**src/rtl/fetch_queue.sv**
```systemverilog
// Decoupling queue between IF and ID: buffers {pc, instr, pred_taken, pred_trgt}
// with valid/ready on both sides, first-word-fall-through read and synchronous flush.
package global_params;
    parameter int DATA_WIDTH  = 32;
    parameter int INSTR_WIDTH = 32;
endpackage

module fetch_queue #(
    parameter int                     DATA_WIDTH  = global_params::DATA_WIDTH,
    parameter int                     INSTR_WIDTH = global_params::INSTR_WIDTH,
    parameter int                     DEPTH       = 4,
    parameter logic [INSTR_WIDTH-1:0] NOP_INSTR   = 32'h00000013
) (
    input  logic                     clk,
    input  logic                     rst_n,
    input  logic                     flush,
    input  logic                     enq_valid,
    output logic                     enq_ready,
    input  logic [DATA_WIDTH-1:0]    enq_pc,
    input  logic [INSTR_WIDTH-1:0]   enq_instr,
    input  logic                     enq_pred_taken,
    input  logic [DATA_WIDTH-1:0]    enq_pred_trgt,
    output logic                     deq_valid,
    input  logic                     deq_ready,
    output logic [DATA_WIDTH-1:0]    deq_pc,
    output logic [INSTR_WIDTH-1:0]   deq_instr,
    output logic                     deq_pred_taken,
    output logic [DATA_WIDTH-1:0]    deq_pred_trgt,
    output logic [$clog2(DEPTH):0]   count
);

    localparam int PTR_W = $clog2(DEPTH);
    localparam int CNT_W = PTR_W + 1;
    localparam logic [CNT_W-1:0] FULL = CNT_W'(DEPTH);

    if (DEPTH < 2 || (DEPTH & (DEPTH - 1)) != 0) begin : g_bad_depth
        $error("fetch_queue: DEPTH must be a power of two and >= 2");
    end

    logic [DATA_WIDTH-1:0]  pc_mem    [DEPTH];
    logic [INSTR_WIDTH-1:0] instr_mem [DEPTH];
    logic                   taken_mem [DEPTH];
    logic [DATA_WIDTH-1:0]  trgt_mem  [DEPTH];

    logic [PTR_W-1:0] wr_ptr;
    logic [PTR_W-1:0] rd_ptr;
    logic             enq_fire;
    logic             deq_fire;

    assign enq_ready = (count != FULL);
    assign deq_valid = (count != '0);
    assign enq_fire  = enq_valid && enq_ready;
    assign deq_fire  = deq_valid && deq_ready;

    // Empty queue presents a NOP bubble rather than stale storage.
    always_comb begin
        deq_pc         = '0;
        deq_instr      = NOP_INSTR;
        deq_pred_taken = 1'b0;
        deq_pred_trgt  = '0;
        if (deq_valid) begin
            deq_pc         = pc_mem[rd_ptr];
            deq_instr      = instr_mem[rd_ptr];
            deq_pred_taken = taken_mem[rd_ptr];
            deq_pred_trgt  = trgt_mem[rd_ptr];
        end
    end

    always_ff @(posedge clk) begin
        if (enq_fire && !flush) begin
            pc_mem[wr_ptr]    <= enq_pc;
            instr_mem[wr_ptr] <= enq_instr;
            taken_mem[wr_ptr] <= enq_pred_taken;
            trgt_mem[wr_ptr]  <= enq_pred_trgt;
        end
    end

    always_ff @(posedge clk or negedge rst_n) begin
        if (!rst_n) begin
            wr_ptr <= '0;
            rd_ptr <= '0;
            count  <= '0;
        end else if (flush) begin
            wr_ptr <= '0;
            rd_ptr <= '0;
            count  <= '0;
        end else begin
            if (enq_fire) wr_ptr <= wr_ptr + PTR_W'(1);
            if (deq_fire) rd_ptr <= rd_ptr + PTR_W'(1);
            case ({enq_fire, deq_fire})
                2'b10:   count <= count + CNT_W'(1);
                2'b01:   count <= count - CNT_W'(1);
                default: count <= count;
            endcase
        end
    end

endmodule

```
**config.mk**
```make
export PLATFORM = sky130hd
export DESIGN_NAME = fetch_queue
export DESIGN_NICKNAME = d
export VERILOG_FILES = /design/src/rtl/fetch_queue.sv
export SDC_FILE = /design/constraint.sdc
export NUM_CORES = 1
export LEC_CHECK = 0
export CORE_MARGIN = 10
export CORE_UTILIZATION = 50
export DETAILED_ROUTE_END_ITERATION = 12
export PLACE_DENSITY = 0.76
export SLEW_MARGIN = 15
export SYNTH_ARGS = -nofsm -noshare
export SYNTH_HDL_FRONTEND = slang
export SYNTH_SLANG_ARGS = --single-unit
export TNS_END_PERCENT = 10
```
**constraint.sdc**
```tcl
create_clock -name clk -period 8.9 [get_ports clk]
set_clock_uncertainty 0.1 [all_clocks]
set_input_delay 1.335 -clock clk [delete_from_list [all_inputs] [get_ports clk]]
set_output_delay 1.335 -clock clk [all_outputs]
set_load 0.01 [all_outputs]
```
==> metrics.md <==
| Metric | Value |
|---|---|
| CTS tree | yes |
| Sw Ratio | between 20% and 30% |
| Period utilization | 54.1% |
| RSZ-0062 raised after global routing | no |
| RD Place Congestion | between 0.7 and 0.8 |
| Count of final hold-check violations | 0 |
| Clk sinks | 395 |
| Gate Count Post-Synth | 679 |
| Leakage | ~5.9 nW |
| Multiplexer area fraction after synthesis | 14.4% |
| Root Driver | clkbuf_16 |
| Max clock buf depth | 3 |
| Post-synth EDFFs | 388 |
| Accumulated negative setup slack | 0 ps |
| Reg area | roughly 12000 um2 |
| Area fraction in compound gates after synthesis | less than 1% |
| Fin. max-slew vios | 0 |
| Peak supply drop | between 0.15 and 0.2 mV |
| Max cap viols | 0 |
| Clk pin slew, worst setup/hold paths | approximately 60 ps |
| Outcome | finished, final reports clean |
| Largest net degree at the start of global routing | just under 100 |
| Fraction of registers with async set/reset | 1.77% |
| Fraction of layout cells with a size suffix above 1 | 17.7% |
| Synth Area in Simple Gates | 5.05% |
| Post-synthesis xor/xnor area fraction | less than 1% |
| Dpl hpwl | roughly 18000 um |
| Drt total wl | ~30000 um |
| Vert. Die Dim | a little under 200 um |
| Number of setup buffers added after CTS | 0 |
| Logic depth of the worst register-to-register path | 5 |
| # DRC | 0 |
| Synthesized area per cell | ~22 um2 |
| Multi-input logic area | roughly 3100 um2 |
| Avg WL per Cell | 22.9 um |
| Antenna-violating nets left | 0 |
| Yosys top cell by area | edfxtp_1 |
| Yosys cell types | 33 |
| Clock share of power | approximately a third |
| DRT iter0 DRCs | 451 |
| Mapped Area | about 15000 um2 |
| Reg2reg end | pc_mem[3][8]$_DFFE_PP_ |
| Flop pwr share | around half |
| Overflow after GRT | 0 |
| First-pass GRT wire length | between 40000 and 50000 um |
| Fmax | just over 200 MHz |
| Comb power frac | between 15 and 20% |
| Number of global-route vias before repair | 8100 |
| Pwr Density | 234 nW/um2 |
| Hold EP | wr_ptr[1]$_DFFE_PN0P_ |
| Crit-path max FO | 55 |
| Via-to-Cell Ratio | approximately 5.4 |
| Layout Area Growth over Synthesis | 23.8% |
| Nets | 1003 |
| Core area | 29800 um2 |
| Via Count | 7108 |
| Seq/Total Area, Yosys | approximately four fifths |
| Setup violators final | 0 |
| Cell internal pwr | 3.42 mW |
| Chip width | between 150 and 200 um |
| Post-DP Area | around 18000 um2 |
| Slew @ Worst Pin | 983 ps |
| H-tree levels | 2 |
| Register bit total from synthesis | 395 |
| Hold depth | 2 |
| Top-area cell type share of the netlist area | 76.9% |
| Hold Path Class | flop to flop |
| Cts bufs inserted | 40 |
| Hold-fix buffers, CTS | 0 |
| Initial antenna violation count | 2 |
| Hold Path Origin | wr_ptr[1]$_DFFE_PN0P_ |
| Fill cells | between 2000 and 2500 |
| Warnings from Yosys | 0 |
| WP data required | about 7500 ps |
| Minimum clock period | a little under 5000 ps |
| Pre-antenna DRT Iters | 6 |
| Total GRT Usage | between 15 and 20% |
| Adder-cell share of the synthesized area | less than 1% |
| Main combinational cell family by area after synthesis | multiplexers |
| Row Count | 63 |
| Worst slew margin | about a third |
| Sw power | about 980 uW |
| Main synth FF type | edfxtp_1 |
| # IOs | 204 |
| Design Area, Final | 18800 um2 |
| Later-pin clock latency in the skew report | about 510 ps |
| Die area | ~38000 um2 |
| CP startpoint | rd_ptr[1]$_DFFE_PN0P_ |
| N_diodes | 0 |
| FF-to-FF setup slack | 5830 ps |
| Setup CP Type | flop to primary output |
| Most common cell after layout, fill and taps aside | edfxtp_1 |
| I/O Buffers | between 200 and 250 |
| Post-synth net total | 786 |
| Setup crit end kind | primary output |
| Worst path arrival time | 3380 ps |
| Crit Reg-Reg Startpoint | count[2]$_DFFE_PN0P_ |
| Initial Util | 50.9% |
| Post_cts resized | 0 |
| Largest cells by area after synthesis | edfxtp_1 (77%), mux4_2 (14%), and2_1 (4.0%) |
| Most frequent cells in the layout | edfxtp_1 (388), clkdlybuf4s50_1 (203), mux4_2 (97) |
| Setup crit start kind | flop |
[routing by layer]
metal  global-route usage (%)  part of all wire (%)  vias to the layer above  routed length [um]
met2                     26.5                    49                      208               14800
met3                     4.34                   6.6                       58                1980
met4                     4.03                   2.0                        4                 587
met1                     20.7                    42                     3652               12600
li1                         -                     -                     3186                   -
met5                        0                  0.10                        -                  30
[flip-flops by register name (all words and copies together) (netlist names)]
name / flops
trgt_mem: 128
wr_ptr: 2
pc_mem: 128
instr_mem: 128
count: 3
rd_ptr: 2
taken_mem: 4
[power groups by stage]
stage               clock network (mW)  registers (mW)  logic (mW)
floorplan                            0            2.17       0.390
global placement                     0            2.18       0.718
detailed placement                   0            2.19       0.726
CTS                               1.57            2.15       0.731
global route                      1.66            2.15       0.772
finish                            1.54            2.15       0.709
[metrics by stage]
stage               hold slack (ps)  setup WS (ps)  cells  utilization (%)  total power, mW
floorplan                       443           4320    679                -             2.56
global placement                468           4490   1244             58.9             2.90
detailed placement              472           4430   1244             58.9             2.91
CTS                             480           4010   1309             62.9             4.45
global route                    510           3900   1309             62.9             4.58
finish                          473           4080   1309             62.9             4.39
[cells in the mapped netlist (all sizes together), types with 3 or more instances]
| master | number |
|---|---|
| inv | 3 |
| dfrtp | 7 |
| edfxtp | 388 |
| nand2 | 6 |
| clkbuf | 18 |
| mux4 | 97 |
| nand3 | 4 |
| ha | 4 |
| a21oi | 4 |
| buf | 18 |
| nor2 | 9 |
| and2 | 98 |
| or2 | 4 |
[cell type report]
class                   instances  share of cell area (%)
repair buffers                211                    11.2
clock inverters                11                   0.520
clock buffers                  54                    5.84
flip-flops and latches        395                    63.1
inverters                       3                  0.0600
multi-input cells             245                    16.7
well taps                     390                    2.60
[worst max-delay path: stages (launching register included)]
cell             delay, ps
dfrtp_4                860
buf_4                  730
mux4_2                 400
or2_1                  260
clkdlybuf4s50_1        500
[how the worst max path moves through the flow]
stage / end
3_5_place_dp: trgt_mem[0][28]$_DFFE_PP_
3_3_place_gp: trgt_mem[0][9]$_DFFE_PP_
2_1_floorplan: instr_mem[0][0]$_DFFE_PP_
4_1_cts: deq_instr[4]
5_1_grt: deq_instr[1]
6_report: deq_instr[4]
[kinds of logic after synthesis]
logic type               Yosys count
flip-flops                       395
AO/OA/AOI/OAI                     11
AND/OR/NAND/NOR                  128
multiplexers                      97
XOR/XNOR                           4
buffers and inverters             39
adder cells (fa/ha/maj)            5
Power figures use the tool's default switching activity.
